===== config.mk =====
export PLATFORM = sky130hd
export DESIGN_NAME = cpu_run_monitor
export DESIGN_NICKNAME = d
export VERILOG_FILES = /design/src/rtl/cpu_run_monitor_pkg.sv /design/src/rtl/cpu_run_monitor_led_blinker.sv /design/src/rtl/cpu_run_monitor.sv
export SDC_FILE = /design/constraint.sdc
export NUM_CORES = 1
export LEC_CHECK = 0
export CAP_MARGIN = 0
export CORE_ASPECT_RATIO = 1.5
export CORE_MARGIN = 3
export CORE_UTILIZATION = 45
export DETAILED_ROUTE_END_ITERATION = 16
export GPL_ROUTABILITY_DRIVEN = 0
export SYNTH_ARGS = -nofsm -noshare
export SYNTH_HDL_FRONTEND = slang
export SYNTH_SLANG_ARGS = --single-unit

===== constraint.sdc =====
create_clock -name i_clk -period 2.9 [get_ports i_clk]
set_input_delay 0.435 -clock i_clk [delete_from_list [all_inputs] [get_ports i_clk]]
set_output_delay 0.435 -clock i_clk [all_outputs]
set_load 0.01 [all_outputs]

===== src/rtl/cpu_run_monitor_pkg.sv =====
// Shared encodings for the cpu run monitor: FSM state codes, LED colour
// indices and small state-class helpers.
package cpu_run_monitor_pkg;

  typedef logic [2:0] state_t;

  localparam logic [2:0] ST_WAIT    = 3'd0;
  localparam logic [2:0] ST_START   = 3'd1;
  localparam logic [2:0] ST_RUN     = 3'd2;
  localparam logic [2:0] ST_PASS    = 3'd3;
  localparam logic [2:0] ST_FAIL    = 3'd4;
  localparam logic [2:0] ST_TIMEOUT = 3'd5;

  localparam int LED_RED   = 0;
  localparam int LED_GREEN = 1;
  localparam int LED_BLUE  = 2;

  function automatic logic is_active(input state_t s);
    return (s == ST_START) || (s == ST_RUN);
  endfunction

  function automatic logic is_terminal(input state_t s);
    return (s == ST_PASS) || (s == ST_FAIL) || (s == ST_TIMEOUT);
  endfunction

endpackage


===== src/rtl/cpu_run_monitor_led_blinker.sv =====
// Free-running 32-bit prescaler providing slow and fast blink taps for the
// status LED.
module led_blinker #(
  parameter int unsigned BLINK_LOG2 = 22
) (
  input  logic i_clk,
  input  logic i_rst_n,
  output logic o_slow_blink,
  output logic o_fast_blink
);

  logic [31:0] presc_q, presc_d;
  logic        presc_unused;

  always_comb presc_d = presc_q + 32'd1;

  always_ff @(posedge i_clk) begin
    if (!i_rst_n) presc_q <= '0;
    else          presc_q <= presc_d;
  end

  assign o_slow_blink = presc_q[BLINK_LOG2];
  assign o_fast_blink = presc_q[BLINK_LOG2-2];
  // Only two taps leave the block; fold the rest so nothing is dangling.
  assign presc_unused = ^presc_q;

endmodule


===== src/rtl/cpu_run_monitor.sv =====
// Start-up sequencer and halt/watchdog monitor for the cpu core, reporting on
// the RGB LED. Define CPU_RUN_MONITOR_RESTART_EN to add the i_restart port.
module cpu_run_monitor
  import cpu_run_monitor_pkg::*;
#(
  parameter int unsigned STARTUP_CYCLES  = 3,
  parameter logic [31:0] WATCHDOG_CYCLES = 32'd1000000,
  parameter int unsigned BLINK_LOG2      = 22
) (
  input  logic        i_clk,
  input  logic        i_rst_n,
`ifdef CPU_RUN_MONITOR_RESTART_EN
  input  logic        i_restart,
`endif
  output logic        o_run,
  input  logic        i_running,
  input  logic        i_status,
  output logic        o_red,
  output logic        o_green,
  output logic        o_blue,
  output logic        o_done,
  output logic [31:0] o_cycles
);

  localparam logic [5:0]  STARTUP_INIT = 6'(STARTUP_CYCLES);
  localparam logic [31:0] WD_LAST      = WATCHDOG_CYCLES - 32'd1;

  state_t      state_q, state_d;
  logic [5:0]  wait_cnt_q, wait_cnt_d;
  logic [31:0] wd_q, wd_d;
  logic [31:0] cycles_q, cycles_d;
  logic        run_q, run_d;
  logic        done_q, done_d;
  logic [2:0]  led_q, led_d;
  logic        slow_blink, fast_blink;
  logic        restart;
  logic        wd_expired;

`ifdef CPU_RUN_MONITOR_RESTART_EN
  assign restart = i_restart;
`else
  assign restart = 1'b0;
`endif

  led_blinker #(.BLINK_LOG2(BLINK_LOG2)) u_blinker (
    .i_clk        (i_clk),
    .i_rst_n      (i_rst_n),
    .o_slow_blink (slow_blink),
    .o_fast_blink (fast_blink)
  );

  assign wd_expired = (wd_q == WD_LAST);

  always_comb begin
    state_d    = state_q;
    wait_cnt_d = wait_cnt_q;
    wd_d       = wd_q;
    cycles_d   = cycles_q;
    case (state_q)
      ST_WAIT: begin
        wait_cnt_d = wait_cnt_q - 6'd1;
        if (wait_cnt_q == 6'd1) begin
          state_d = ST_START;
          wd_d    = '0;
        end
      end
      // Expiry beats i_running here so the watchdog can never overrun.
      ST_START: begin
        wd_d = wd_q + 32'd1;
        if (wd_expired)     state_d = ST_TIMEOUT;
        else if (i_running) state_d = ST_RUN;
      end
      // A halt on the expiry cycle still reports PASS/FAIL.
      ST_RUN: begin
        wd_d = wd_q + 32'd1;
        if (!i_running)      state_d = i_status ? ST_PASS : ST_FAIL;
        else if (wd_expired) state_d = ST_TIMEOUT;
      end
      ST_PASS, ST_FAIL, ST_TIMEOUT: begin
        if (restart) begin
          state_d    = ST_WAIT;
          wait_cnt_d = STARTUP_INIT;
          cycles_d   = '0;
        end
      end
      default: begin
        state_d    = ST_WAIT;
        wait_cnt_d = STARTUP_INIT;
      end
    endcase
    if (is_active(state_d) && (cycles_q != 32'hFFFF_FFFF))
      cycles_d = cycles_q + 32'd1;
  end

  always_comb begin
    run_d  = is_active(state_d);
    done_d = is_terminal(state_d);
    led_d  = '0;
    case (state_d)
      ST_START, ST_RUN: led_d[LED_BLUE]  = slow_blink;
      ST_PASS:          led_d[LED_GREEN] = 1'b1;
      ST_FAIL:          led_d[LED_RED]   = slow_blink;
      ST_TIMEOUT:       led_d[LED_RED]   = fast_blink;
      default:          led_d            = '0;
    endcase
  end

  always_ff @(posedge i_clk) begin
    if (!i_rst_n) begin
      state_q    <= ST_WAIT;
      wait_cnt_q <= STARTUP_INIT;
      wd_q       <= '0;
      cycles_q   <= '0;
      run_q      <= 1'b0;
      done_q     <= 1'b0;
      led_q      <= '0;
    end else begin
      state_q    <= state_d;
      wait_cnt_q <= wait_cnt_d;
      wd_q       <= wd_d;
      cycles_q   <= cycles_d;
      run_q      <= run_d;
      done_q     <= done_d;
      led_q      <= led_d;
    end
  end

  assign o_run    = run_q;
  assign o_done   = done_q;
  assign o_cycles = cycles_q;
  assign o_red    = led_q[LED_RED];
  assign o_green  = led_q[LED_GREEN];
  assign o_blue   = led_q[LED_BLUE];

endmodule


After elaboration in Yosys (flattened, before gate mapping)
Cells that the tools add are included.

storage, ports and cells
  register bits after elaboration = 110
  latch bits = 0
  RAM bits = 0
  bits in read-only memories = 0
  input bits = 4
  output and inout port bits = 37
  word-level logic and storage cells = 51
  memories kept = 0

cells by class
  $add $sub $neg = 4
  $mul = 0
  divide/modulo/power cells = 0
  $lt $le $gt $ge = 0
  equal/unequal tests = 14
  shift operators = 0
  multiplexer cells = 12
  bitwise logic cells = 0
  reduce and logical (&&, ||, !) cells = 12

operators by type and width
  kind                   number
  $add 32x1->32 const B  3
  $pmux 32 s2            1
  $eq 32x20->1 const B   1
  $mux 32                1
  $ne 32x32->1 const B   1
  $mux 3                 6
  $eq 3x2->1 const B     4
  $eq 3x3->1 const B     4
  $pmux 3 s4             1
  $pmux 6 s2             1
  $eq 3x1->1 const B     2
  $eq 6x1->1 const B     1
  $sub 6x1->6 const B    1
  $reduce_or 5->1        1
  $reduce_and 2->1       2
  $reduce_or 2->1        2
  $logic_not 3->1        1
  $logic_or 1x1->1       3
  $reduce_or 3->1        1
  $ne 2x2->1 const B     1
  $pmux 1 s2             1
  $reduce_bool 2->1      1
  $logic_and 1x1->1      1
  $mux 1                 1

Depth between registers and ports, before layout
Gate-level depths: netlist (run 1).

  depth in word-level cells = 7
  depth in mapped cells = 8
  depth with buffers taken out = 7

By module
A second synthesis (run 1) with hierarchy kept.

unflattened totals
  cells, all modules = 591
  area, all modules = 4,926.0 um2

by module, submodules not included
  module           instances  cells each  area each (um2)  sequential area each (um2)
  cpu_run_monitor  1          477         3,891.2          1,561.5
  led_blinker      1          114         1,034.7          460.4

Least setup slack after synthesis (run 1)
Ideal clock, no wire load.

  kind = reg2reg
  start point = reg wd_q[0]
  end point = reg cycles_q[1] (netlist: o_cycles[1])
  library setup time = 132 ps
  arrival = 2,204 ps
  required time = 2,768 ps
  slack = 564 ps
  cell stages (with the launch flop) = 9
  buffers on the path = 1
  clock period less this slack = 2,336 ps
  path through = dfxtp_1 > ha_1 > and3_1 > nand3_1 > nor4_4 > mux2i_1 > clkbuf_1 > nand3b_1 > a21oi_1

between the ends
  word-level cells in the longest chain between the ends = 7
  elaborated cells on any way between the ends = 9
  classes of those cells = 3 x eq/ne; 4 x mux; 2 x reduce/logical

RTL lines
  element                                          RTL line                   source
  start, declared                                  cpu_run_monitor.sv:30      logic [31:0] wd_q, wd_d;
  start signal, assigned                           cpu_run_monitor.sv:120     wd_q <= wd_d;
  $eq 32x20->1 (*)                                 cpu_run_monitor.sv:52      assign wd_expired = (wd_q == WD_LAST);
  $mux 3                                           cpu_run_monitor.sv:77      else if (wd_expired) state_d = ST_TIMEOUT;
  $mux 3                                           cpu_run_monitor.sv:76      if (!i_running) state_d = i_status ? ST_PASS : ST_FAIL;
  $pmux 3 s4 (*)                                   cpu_run_monitor.sv:59      case (state_q)
  $eq 3x1->1 / $eq 3x2->1 (equally long branches)  cpu_run_monitor_pkg.sv:19  return (s == ST_START) || (s == ST_RUN);
  $logic_or 1x1->1 (*)                             cpu_run_monitor_pkg.sv:19
  $logic_and 1x1->1 (*)                            cpu_run_monitor.sv:91      if (is_active(state_d) && (cycles_q != 32'hFFFF_FFFF))
  end signal, assigned                             cpu_run_monitor.sv:121     cycles_q <= cycles_d;
  end, declared                                    cpu_run_monitor.sv:31      logic [31:0] cycles_q, cycles_d;

Mark *: on every way between the ends. The rest lies on a longest branch, timed or not.
A chain may end at the register's enable or synchronous reset.

Final worst setup path (run 1)
  start point = reg wd_q[0]
  end point = reg cycles_q[29] (netlist: o_cycles[29])

The elaborated chain is that of the path after synthesis.

==> flow_summary.ini, run 1 <==
[run_status]
status = finished clean

[timing]
min_period_ns = 2.52
fmax_mhz = 397
tns_ns = 0
post-route-period-util_pct = 86.9
rsz0062_at_grt = false
setup_viol = 0
slew_viol_final = 0
hold_viol = 0
worstMarginPinSlew_ns = 0.542
skew_ns = 0.00465
slew_headroom_pct = 63.8

[clocking]
cts_hold_buf = 0
cts-root-buf = clkbuf_16
cts-htree-levels = 3
cts_max_path_buffers = 2
postCtsSetupRepairBufs = 0
clock_latency_ns = 0.34
cts_tree = yes
clock_sinks = 101
numCtsBuffers = 9
post_cts_resized = 0
path_clk_slew_ns = 0.07

[synthesis]
synthesis.area_sq_mm = 0.00473
yosysSeqAreaShare_pct = 42.7
ys_warn_count = 0
synth_seq_cells = 101
synth-main-ff-cell = dfxtp_1
synth.distinct_cells = 40
syn_nets = 577
netlist_instances = 568
synth_edf_count = 0
synthArstFlopShare_pct = 0
syn_avg_cell_area_sq_um = 8.33

[die]
die_w_microns = 89.7
die_y_microns = 132
pin_count = 41
fp.dieArea_sq_mm = 0.0118
initial_utilization_pct = 46.4
rows = 45
coreArea_sq_mm = 0.0102

[route]
drtIter0Drc = 102
first_pass_iters = 4
routedWlPerCell_microns = 14.5
routed_wl_mm = 10.9
avgViaCountPerCell = 5.55
post-route-drc-count = 0
ant_nets = 0
vias = 4175

[global_route]
antenna_found_initial = 0
first_global_vias = 4055
grtUsageTotal_pct = 19.3
grt_pass1_wl_mm = 19.2
grt_max_degree = 64
grt_overflow = 0

[critical_path]
reg2reg_depth = 8
cp_max_fo = 63
critPathArrivalTime_ns = 2.79
criticalPathCategory = reg2reg
reg2reg_to = o_cycles[29]
ff2ff_setup_slack_ns = 0.38
endpoint = o_cycles[29]
r2r-start = wd_q[0]
crit_required_ns = 3.17
crit_path_end_kind = register
cp-start-kind = register
startpoint = wd_q[0]

[final_layout]
fill_cells = 973
multi_input_area_sq_mm = 0.00260
regArea_sq_mm = 0.00202
mostFrequentLayoutCell = dfxtp_1
layout-drive-gt1-share_pct = 5.24
antenna_cells = 0
nets = 615
final_cell_mix = dfxtp_1 (101), nor2_1 (65), a21oi_1 (47)
area.growth.synth_to_final_pct = 18.8

[run]
drv_cap = 0

[pwr]
powerDensity_mw_per_mm2 = 606
total_power_w = 0.00341
ir_drop_uv = 357
leakagePower_nw = 1.95

[placement]
port_buffers = 40
dpl.hpwl_mm = 7.57

[min_path]
hp-class = reg2reg
==> logic make-up after synthesis <==
family | Yosys count | share of synthesized area, %
flip-flops | 101 | 42.7
multiplexers | 5 | 1.06
buffers and inverters | 33 | 2.67
adder cells (fa/ha/maj) | 5 | 1.32
AND/OR/NAND/NOR | 275 | 31.3
XOR/XNOR | 44 | 8.14
AO/OA/AOI/OAI | 105 | 12.8
==> critical path, stage by stage (launching register included) <==
cell	delay, ns
dfxtp_1	0.38
ha_1	0.22
and3_1	0.17
nand3_1	0.21
nor4_4	0.49
mux2i_4	0.12
buf_12	0.19
or4_1	0.51
a21oi_1	0.15
==> Yosys cell counts, types with 11 or more instances <==
| library cell | count | area share [%] |
|---|---|---|
| nor2_1 | 65 | 5.2 |
| nand3_1 | 36 | 3.8 |
| or3_1 | 33 | 4.4 |
| clkbuf_1 | 22 | 1.7 |
| a21oi_1 | 47 | 5.0 |
| nand2_1 | 40 | 3.2 |
| xnor2_1 | 11 | 2.0 |
| xor2_1 | 33 | 6.1 |
| and4_1 | 13 | 2.4 |
| o21ai_0 | 37 | 3.9 |
| nand4_1 | 25 | 3.3 |
| dfxtp_1 | 101 | 43 |
| and3_1 | 21 | 2.8 |
==> power breakdown <==
| part | switching [W] | leakage, nW | total, W | internal, W |
|---|---|---|---|---|
| Clock | 0.000517 | 0.141 | 0.00119 | 0.000677 |
| Sequential | 0.0000579 | 0.815 | 0.00150 | 0.00144 |
| Combinational | 0.000462 | 0.995 | 0.000715 | 0.000252 |
| Total | 0.00104 | 1.95 | 0.00341 | 0.00237 |
==> registers in the layout, indices dropped and copies added (netlist names) <==
register	flops
led_q	3
o_cycles	32
o_done	1
o_run	1
state_q	3
u_blinker.presc_q	23
wait_cnt_q	6
wd_q	32
==> worst min-delay path by stage <==
stage,startpoint,slack [ns],cells past startpoint,endpoint
global route,u_blinker.presc_q[0],0.48,1,u_blinker.presc_q[0]
floorplan,u_blinker.presc_q[0],0.42,1,u_blinker.presc_q[0]
CTS,u_blinker.presc_q[0],0.45,1,u_blinker.presc_q[0]
detailed placement,u_blinker.presc_q[0],0.44,1,u_blinker.presc_q[0]
global placement,u_blinker.presc_q[0],0.43,1,u_blinker.presc_q[0]
finish,u_blinker.presc_q[0],0.45,1,u_blinker.presc_q[0]
==> per-layer routing <==
metal / vias to the layer above / wire, microns / global-route usage (%)
li1: 2119 / - / -
met1: 1975 / 4810 / 23.4
met2: 69 / 5580 / 34.2
met3: 12 / 335 / 4.01
met4: 0 / 180 / 6.05
met5: - / 0 / 0
==> final cells by class <==
type	instances	area share (%)
clock inverter	4	1.00
timing repair buffer	53	9.07
clock buffer	12	4.20
multi-input combinational	434	46.2
sequential	101	35.9
inverter	7	0.467
tap	141	3.14
==> per-stage QoR <==
stage                     setup slack, ns  cells  cell area (sq um)  hold slack (ns)  utilization [%]
after detailed placement            0.370    736               5330            0.441             52.3
after global routing                0.157    752               5630            0.477             55.2
after CTS                           0.350    752               5630            0.453             55.2
after global placement              0.423    736               5330            0.431             52.3
after floorplan                     0.564    568               4730            0.418                -
final                               0.380    752               5630            0.452             55.2
No activity file was read; power rests on OpenSTA's default activity.
==> inputs of run 2 (changes only) <==
--- a/config.mk
+++ b/config.mk
@@ -10,7 +10,7 @@
 export CORE_MARGIN = 3
 export CORE_UTILIZATION = 45
 export DETAILED_ROUTE_END_ITERATION = 16
-export GPL_ROUTABILITY_DRIVEN = 0
+export GPL_ROUTABILITY_DRIVEN = 1
 export SYNTH_ARGS = -nofsm -noshare
 export SYNTH_HDL_FRONTEND = slang
 export SYNTH_SLANG_ARGS = --single-unit
==> results of run 2 <==
The final DEF is identical to that of run 1; final timing and power are the same.
==> inputs of run 3 (changes only) <==
--- a/config.mk
+++ b/config.mk
@@ -9,6 +9,7 @@
 export CORE_ASPECT_RATIO = 1.5
 export CORE_MARGIN = 3
 export CORE_UTILIZATION = 45
+export CTS_CLUSTER_DIAMETER = 150
 export DETAILED_ROUTE_END_ITERATION = 16
 export GPL_ROUTABILITY_DRIVEN = 1
 export SYNTH_ARGS = -nofsm -noshare
==> constraint.sdc (replaced) <==
create_clock -name i_clk -period 2.86 [get_ports i_clk]
set_input_delay 0.429 -clock i_clk [delete_from_list [all_inputs] [get_ports i_clk]]
set_output_delay 0.429 -clock i_clk [all_outputs]
set_load 0.1 [all_outputs]
==> run 3 against run 2 <==
Net effect:
- final area is 1.2% lower
- combinational power is 14% higher
- core utilization is 0.69 points lower
- sequential power hardly changed
- die area stayed put
- power is 5.5% higher
- global-route usage is 0.72 points lower
- cell count is 0.40% higher
- clock power is 5% higher
- critical path type unchanged
==> flow_summary.ini, run 3 (same netlist as run 1, synthesis figures left out) <==
[pwr]
powerDensity_mw_per_mm2 = 647
ir_drop_uv = 343
leakagePower_nw = 2.04

[critical_path]
startpoint = wd_q[0]
reg2reg_to = o_cycles[29]
crit_required_ns = 3.13
crit_path_end_kind = register
critPathSlowestCell = nor4_4
endpoint = o_cycles[29]
critPathArrivalTime_ns = 2.91
cpPeakStageDelay_ns = 0.50
criticalPathCategory = reg2reg
cp_max_fo = 20
reg2reg_depth = 8
path_cells = ha_1 > and3_1 > nand3_1 > nor4_4 > mux2i_4 > buf_4 > or4_1 > a21oi_1
cp-start-kind = register
r2r-start = wd_q[0]
ff2ff_setup_slack_ns = 0.23

[timing]
rsz0062_at_grt = false
post-route-period-util_pct = 92.0
tns_ns = 0
min_period_ns = 2.63
setup_viol = 0
hold_ws_ns = 0.449
worstMarginPinSlew_ns = 0.445
slew_headroom_pct = 70.1
fmax_mhz = 380
hold_viol = 0
slew_viol_final = 0
skew_ns = 0.00728

[run]
drv_cap = 0

[die]
die_y_microns = 132
die_w_microns = 89.7
coreArea_sq_mm = 0.0102
initial_utilization_pct = 46.4
pin_count = 41
fp.dieArea_sq_mm = 0.0118
rows = 45

[global_route]
grtUsageTotal_pct = 18.6
antenna_found_initial = 0
grt_overflow = 0
grt_max_degree = 32
grt_pass1_wl_mm = 18.4
first_global_vias = 3982

[clocking]
clock_sinks = 101
path_clk_slew_ns = 0.07
numCtsBuffers = 9
postCtsSetupRepairBufs = 0
clock_latency_ns = 0.34
cts-htree-levels = 3
cts_tree = yes
cts_max_path_buffers = 2
post_cts_resized = 0
cts_hold_buf = 0
cts-root-buf = clkbuf_16

[placement]
gp_congestion = 0.800
port_buffers = 40
dp.cells = 738
dpl.hpwl_mm = 7.47

[route]
routedWlPerCell_microns = 14.1
drtIter0Drc = 152
avgViaCountPerCell = 5.51
post-route-drc-count = 0
ant_nets = 0
vias = 4162
routed_wl_mm = 10.7
first_pass_iters = 5

[final_layout]
nets = 618
fill_cells = 956
layout-drive-gt1-share_pct = 12.2
final_cell_mix = dfxtp_1 (101), nor2_1 (65), buf_4 (53)
mostFrequentLayoutCell = dfxtp_1
antenna_cells = 0
area.growth.synth_to_final_pct = 17.4
layoutNonFillerInstCount = 755

[run_status]
status = finished clean

[min_path]
hp-class = reg2reg
## run 3: routing by layer
| metal | GRT usage [%] | routed length (microns) | vias to the layer above |
|---|---|---|---|
| li1 | - | - | 2134 |
| met1 | 22.4 | 4860 | 1967 |
| met2 | 31.7 | 5370 | 53 |
| met3 | 5.15 | 315 | 8 |
| met4 | 6.65 | 106 | 0 |
| met5 | 0 | 0 | - |
## run 3: critical path, delay by kind of cell (launching register included)
family,cells,cell delay [ns]
buf+inv,1,0.24
mux,1,0.20
flops,1,0.41
compound gates,1,0.14
simple gates,4,1.32
fa+ha+maj,1,0.25
## run 3: cell type report
type / instances / area [sq um] / area share [%]
well taps: 141 / 176 / 3.18
multi-input cells: 434 / 2600 / 46.8
repair buffers: 56 / 428 / 7.70
inverters: 7 / 26.3 / 0.473
clock buffers: 9 / 225 / 4.05
clock inverters: 7 / 80.1 / 1.44
flip-flops and latches: 101 / 2020 / 36.4
## run 3: how the worst min path moves through the flow
stage	startpoint	endpoint	slack [ns]	cells after the start
after detailed placement	u_blinker.presc_q[0]	u_blinker.presc_q[0]	0.44	1
final	u_blinker.presc_q[0]	u_blinker.presc_q[0]	0.45	1
after global routing	u_blinker.presc_q[0]	u_blinker.presc_q[0]	0.49	1
after CTS	u_blinker.presc_q[0]	u_blinker.presc_q[0]	0.45	1
after floorplan	u_blinker.presc_q[0]	u_blinker.presc_q[0]	0.42	1
after global placement	u_blinker.presc_q[0]	u_blinker.presc_q[0]	0.43	1
## run 3: stage by stage
stage	worst slack [ns]	util, %	instance area [sq um]	total power (W)
detailed placement	0.243	51.4	5240	0.00235
floorplan	0.0841	-	4730	0.00212
global placement	0.284	51.4	5240	0.00235
CTS	0.218	54.4	5550	0.00363
finish	0.228	54.5	5560	0.00360
global route	0.00322	54.5	5560	0.00381
## run 3: power by group
part,total [W],leakage [nW],switching (W),internal [W]
clock,0.00125,0.143,0.000563,0.000690
sequential,0.00153,0.815,0.0000691,0.00146
combinational,0.000812,1.08,0.000559,0.000253
total,0.00360,2.04,0.00119,0.00241
